**src/rtl/xillybus_udiv_pkg.sv**
```systemverilog
// Shared definitions for the iterative unsigned divider: FSM state
// encoding, default operand widths and the bit-counter width helper.
package xillybus_udiv_pkg;

  localparam int UDIV_DEF_N = 30;  // dividend / quotient width
  localparam int UDIV_DEF_M = 15;  // divisor / remainder width

  typedef enum logic [1:0] {
    ST_IDLE = 2'd0,
    ST_CALC = 2'd1,
    ST_DONE = 2'd2
  } udiv_state_e;

  // Counter must hold N-1; keep at least one bit for degenerate widths.
  function automatic int udiv_cnt_w(input int n);
    return (n > 1) ? $clog2(n) : 1;
  endfunction

  localparam int UDIV_DEF_CNT_W = udiv_cnt_w(UDIV_DEF_N);

endpackage

```
**src/rtl/xillybus_udiv_step.sv**
```systemverilog
// One restoring-division step: shift the next dividend bit into the
// partial remainder, trial-subtract the divisor, keep or restore.
module xillybus_udiv_step
  import xillybus_udiv_pkg::*;
#(
  parameter int M = UDIV_DEF_M
) (
  input  logic [M:0]   r,
  input  logic         dvd_bit,
  input  logic [M-1:0] divisor,
  output logic [M:0]   r_next,
  output logic         qbit
);

  // r[M] is always 0 between steps (r < divisor), so comparing the full
  // shifted value is the same as comparing {r[M-1:0], dvd_bit}.
  logic [M+1:0] shifted;
  logic [M:0]   sub_val;

  assign shifted = {r, dvd_bit};

  // Trial compare against the zero-extended divisor; subtract only on success.
  always_comb begin
    qbit    = (shifted >= {2'b00, divisor});
    sub_val = qbit ? {1'b0, divisor} : '0;
    r_next  = shifted[M:0] - sub_val;
  end

endmodule

```
**src/rtl/xillybus_wrapper_udiv_seq.sv**
```systemverilog
// Iterative unsigned restoring divider, one quotient bit per clock,
// with the ap_start/ap_ready/ap_done/ap_idle block-level handshake.
// Optional macro UDIV_DBZ_FAST_EN: adds the dbz port and finishes a
// divide-by-zero in one cycle instead of running all N steps.
//
// Handshake: an operation is accepted on the rising edge where
// ap_ready is high; ap_ready = ap_start while the FSM is IDLE or DONE,
// so a caller holding ap_start through DONE gets back-to-back ops with
// no idle bubble. ap_start in CALC is ignored. ap_done is a single
// cycle pulse; quot/rem hold from then until the next op completes.
module xillybus_wrapper_udiv_seq
  import xillybus_udiv_pkg::*;
#(
  parameter int DIVIDEND_WIDTH = UDIV_DEF_N,
  parameter int DIVISOR_WIDTH  = UDIV_DEF_M
) (
  input  logic                      ap_clk,
  input  logic                      ap_rst_n,
  input  logic                      ap_start,
  output logic                      ap_ready,
  output logic                      ap_idle,
  output logic                      ap_done,
  input  logic [DIVIDEND_WIDTH-1:0] din0,
  input  logic [DIVISOR_WIDTH-1:0]  din1,
  output logic [DIVIDEND_WIDTH-1:0] quot,
  output logic [DIVISOR_WIDTH-1:0]  rem
`ifdef UDIV_DBZ_FAST_EN
  ,
  output logic                      dbz
`endif
);

  localparam int N     = DIVIDEND_WIDTH;
  localparam int M     = DIVISOR_WIDTH;
  localparam int CNT_W = udiv_cnt_w(N);

  udiv_state_e      state;
  logic [CNT_W-1:0] cnt;
  // Dividend bits leave from the MSB while quotient bits enter at the LSB,
  // so after N steps this register holds the quotient.
  logic [N-1:0]     work;
  logic [M-1:0]     divisor_q;
  logic [M:0]       r;
  logic [M:0]       r_next;
  logic             qbit;

  xillybus_udiv_step #(.M(M)) u_step (
    .r       (r),
    .dvd_bit (work[N-1]),
    .divisor (divisor_q),
    .r_next  (r_next),
    .qbit    (qbit)
  );

  // Operand capture happens on the edge where this is high.
  assign ap_ready = ap_start & ((state == ST_IDLE) | (state == ST_DONE));

  // Control FSM with registered handshake outputs and result registers.
  always_ff @(posedge ap_clk or negedge ap_rst_n) begin
    if (!ap_rst_n) begin
      state     <= ST_IDLE;
      cnt       <= '0;
      work      <= '0;
      divisor_q <= '0;
      r         <= '0;
      quot      <= '0;
      rem       <= '0;
      ap_idle   <= 1'b1;
      ap_done   <= 1'b0;
`ifdef UDIV_DBZ_FAST_EN
      dbz       <= 1'b0;
`endif
    end else begin
      ap_done <= 1'b0;
      unique case (state)
        ST_IDLE, ST_DONE: begin
          if (ap_start) begin
            work      <= din0;
            divisor_q <= din1;
            r         <= '0;
            cnt       <= CNT_W'(N - 1);
            state     <= ST_CALC;
            ap_idle   <= 1'b0;
`ifdef UDIV_DBZ_FAST_EN
            dbz       <= 1'b0;
            // Zero divisor: the full run would give all ones and the low
            // dividend bits anyway, so publish that immediately.
            if (din1 == '0) begin
              state   <= ST_DONE;
              ap_done <= 1'b1;
              quot    <= '1;
              rem     <= din0[M-1:0];
              dbz     <= 1'b1;
            end
`endif
          end else if (state == ST_DONE) begin
            state   <= ST_IDLE;
            ap_idle <= 1'b1;
          end
        end
        ST_CALC: begin
          work <= {work[N-2:0], qbit};
          r    <= r_next;
          if (cnt == '0) begin
            state   <= ST_DONE;
            ap_done <= 1'b1;
            quot    <= {work[N-2:0], qbit};
            rem     <= r_next[M-1:0];
          end else begin
            cnt <= cnt - 1'b1;
          end
        end
        default: begin
          state   <= ST_IDLE;
          ap_idle <= 1'b1;
        end
      endcase
    end
  end

endmodule

```
**config.mk**
```make
export PLATFORM = sky130hd
export DESIGN_NAME = xillybus_wrapper_udiv_seq
export DESIGN_NICKNAME = d
export VERILOG_FILES = /design/src/rtl/xillybus_udiv_pkg.sv /design/src/rtl/xillybus_udiv_step.sv /design/src/rtl/xillybus_wrapper_udiv_seq.sv
export SDC_FILE = /design/constraint.sdc
export NUM_CORES = 1
export LEC_CHECK = 0
export CORE_AREA = 2 2 98 119
export DETAILED_ROUTE_END_ITERATION = 16
export DIE_AREA = 0 0 100 121
export HOLD_SLACK_MARGIN = 0.06
export PLACE_DENSITY = 0.77
export RECOVER_POWER = 50
export SLEW_MARGIN = 5
export SYNTH_ARGS = -nofsm -noshare
export SYNTH_HDL_FRONTEND = slang
export SYNTH_SLANG_ARGS = --single-unit
```
**constraint.sdc**
```tcl
create_clock -name ap_clk -period 4.8 [get_ports ap_clk]
set_input_delay 0.96 -clock ap_clk [delete_from_list [all_inputs] [get_ports ap_clk]]
set_output_delay 0.96 -clock ap_clk [all_outputs]
set_load 0.1 [all_outputs]
```
==> run_results.csv <==
group,metric,value,unit
outcome,status,"finished, violations left",
outcome,violations,"capacitance limit, slew limit",
synth,synth_edf_count,0,
layout,multi_input_area,2610,µm²
grt,grtUsageTotal,25.8,%
clocking,clk_pin_slew,0.06,ns
floorplanning,die_area,12100,µm²
synth,ys.flop_type,"dfrtp_1",
hold_path,hold_path.class,"reg2reg",
synth,async_flop_share,100,%
setup_path,path_max_fanout,38,
layout,drive_gt1_share,6.95,%
grt,grt_overflow,0,
placement,dpl.hpwl,10.0,mm
floorplanning,rows,42,
setup_path,path_cells,"dlygate4sd3_1, nand2b_1, clkbuf_1, nand2_1, nor2_1, nor2_1",
floorplanning,die_w,100,µm
setup_path,critical-path-max-stage-delay,1.29,ns
setup_path,rr_worst_depth,15,
grt,grt_pass1_wl,24.6,mm
layout,fillers,884,
setup_path,critPathKind,"in2reg",
synth,yosysSeqAreaShare,50.4,%
clocking,cts_resized,0,
layout,register_area,2880,µm²
timing,finalHoldViolCount,0,
setup_path,critPathLaunchType,"primary input",
hold_path,min_to,"rem[6]",
drt,num_vias,4881,
placement,routabilityCongestion,0.945,
timing,tns,0,ns
timing,tightest_slew,2.58,ns
setup_path,reg2reg_to,"rem[14]",
grt,antenna_found_initial,0,
drt,initialDrtViolationCount,343,
floorplanning,core_area,10900,µm²
drt,drc,0,
run,drv_cap,4,
grt,grt_max_degree,50,
timing,slew_viol_final,185,
layout,final_area,7310,µm²
layout,fin_util,66.9,%
placement,port_buffers,95,
setup_path,critPathRequiredTime,5.08,ns
hold_path,hold_start,"rem[6]",
drt,via_per_inst,5.64,
timing,slew-limit-headroom,-72.0,%
floorplanning,die_h,121,µm
synth,synth-warning-count,0,
setup_path,critPathSlowestCell,"clkbuf_1",
placement,place_area,6770,µm²
timing,rsz0062_at_grt,"false",
clocking,cts.hold.buffers_added,0,
layout,area_growth,28.2,%
clocking,cts_tree,"done",
layout,antenna_cells,0,
timing,fmax,0.238,GHz
clocking,clk_path_buf_depth,2,
clocking,root_buffer,"clkbuf_16",
drt,ant_nets,0,
setup_path,crit_path_end_kind,"flop",
timing,hold-worst-slack,0.469,ns
synth,synth_top_area_cell,"dfrtp_1",
synth,syn_area,5710,µm²
setup_path,cpMostUsedCell,"nor2_1",
drt,routed_wl,14.9,mm
drt,wl_per_cell,17.2,µm
hold_path,min_path_cells,2,
synth,synth_nets,711,
timing,setup_violations,0,
floorplanning,start_util,52.2,%
setup_path,worstSetupStartpoint,"ap_start",
timing,period_needed,4.20,ns
clocking,cts-buffers-inserted,17,
setup_path,regToRegSetupSlack,0.76,ns
clocking,post_cts_buffers,0,
floorplanning,io_pins,96,
clocking,worstSkewPairLatency,0.41,ns
layout,layout_common_cells,"nand2_1, dfrtp_1, clkdlybuf4s50_1",
setup_path,crit_family,"buffers and inverters",
synth,synth_top_cell_area_share,50.0,%
synth,synth_area_leaders,"dfrtp_1, nand2_1, ha_1, nor2_1, o22ai_1",
synth,ys_ff_latch,115,
synth,ys_types,58,
timing,period_share,87.4,%
setup_path,cp_num_buf_inv,2,
layout,final_common_cell,"nand2_1",
clocking,clock-sinks,115,
synth,avgSynthCellArea,9.06,µm²
clocking,h-tree-depth,4,
setup_path,arrival,4.48,ns
grt,grt_pass1_vias,5058,
timing,finClkSkew,0.00913,ns
setup_path,worstReg2RegStart,"r[5]",
synth,synth_cells,630,
layout,fin_nets,802,
drt,dr.pass1.iters,9,
==> tightest hold or removal path, stage by stage (launching register included) <==
cell and delay, ns:
dfrtp_1 0.34, nand2_1 0.05, nand2_1 0.05
==> Yosys cell counts, types with 5 or more instances <==
master and count:
nand3_1 7, inv_1 22, o21ai_0 15, nor3_1 6, o21ai_1 18, o22ai_1 31
buf_2 6, clkbuf_1 24, nand2b_1 5, nor2_1 75, nand2_1 162, a21o_1 7
a21oi_1 13, a22o_1 9, a31oi_1 6, xnor2_1 8, dfrtp_1 114, nor2b_1 10
ha_1 32
==> how the worst max path moves through the flow <==
| stage | to | slack [ns] | cells past startpoint |
|---|---|---|---|
| floorplan | rem[14] | 1.20 | 15 |
| CTS | rem[14] | 0.85 | 15 |
| global route | work[15] | 0.31 | 6 |
| detailed placement | rem[14] | 0.87 | 15 |
| finish | work[15] | 0.60 | 6 |
| global placement | rem[14] | 1.02 | 15 |
==> logic make-up after synthesis <==
| kind of cell | count (synthesis) | share of synthesized area [%] |
|---|---|---|
| simple gates | 282 | 20.5 |
| compound gates | 126 | 14.9 |
| mux | 6 | 1.14 |
| flops | 115 | 50.4 |
| fa+ha+maj | 33 | 7.37 |
| buf+inv | 56 | 3.82 |
| xor+xnor | 12 | 1.84 |
==> area by class of cell <==
class                   instances  area share, %
flip-flops and latches        115           39.4
multi-input cells             459           35.7
repair buffers                104           13.7
clock buffers                  18           6.00
well taps                     132           2.26
clock inverters                14           1.76
inverters                      24           1.23
==> flip-flops by register name (all words and copies together), names as in the netlist <==
register / flops
quot: 30
work: 30
r: 16
divisor_q: 15
rem: 15
cnt: 5
state: 2
ap_done: 1
ap_idle: 1
==> through the flow <==
step,instances,setup slack [ns]
after floorplan,630,1.20
after global placement,834,1.02
after detailed placement,834,0.870
after CTS,866,0.847
after global routing,866,0.306
final,866,0.603
==> metal layers <==
| metal | global-route usage (%) | share of wire (%) |
|---|---|---|
| met2 | 43.1 | 50 |
| met1 | 31.6 | 42 |
| met3 | 6.62 | 5.8 |
| met5 | 0 | 0 |
| met4 | 11.0 | 1.9 |
Power is left out: the tool's default activity adds up to more than one toggle a clock period on the data nets, which glitch-free logic cannot reach.
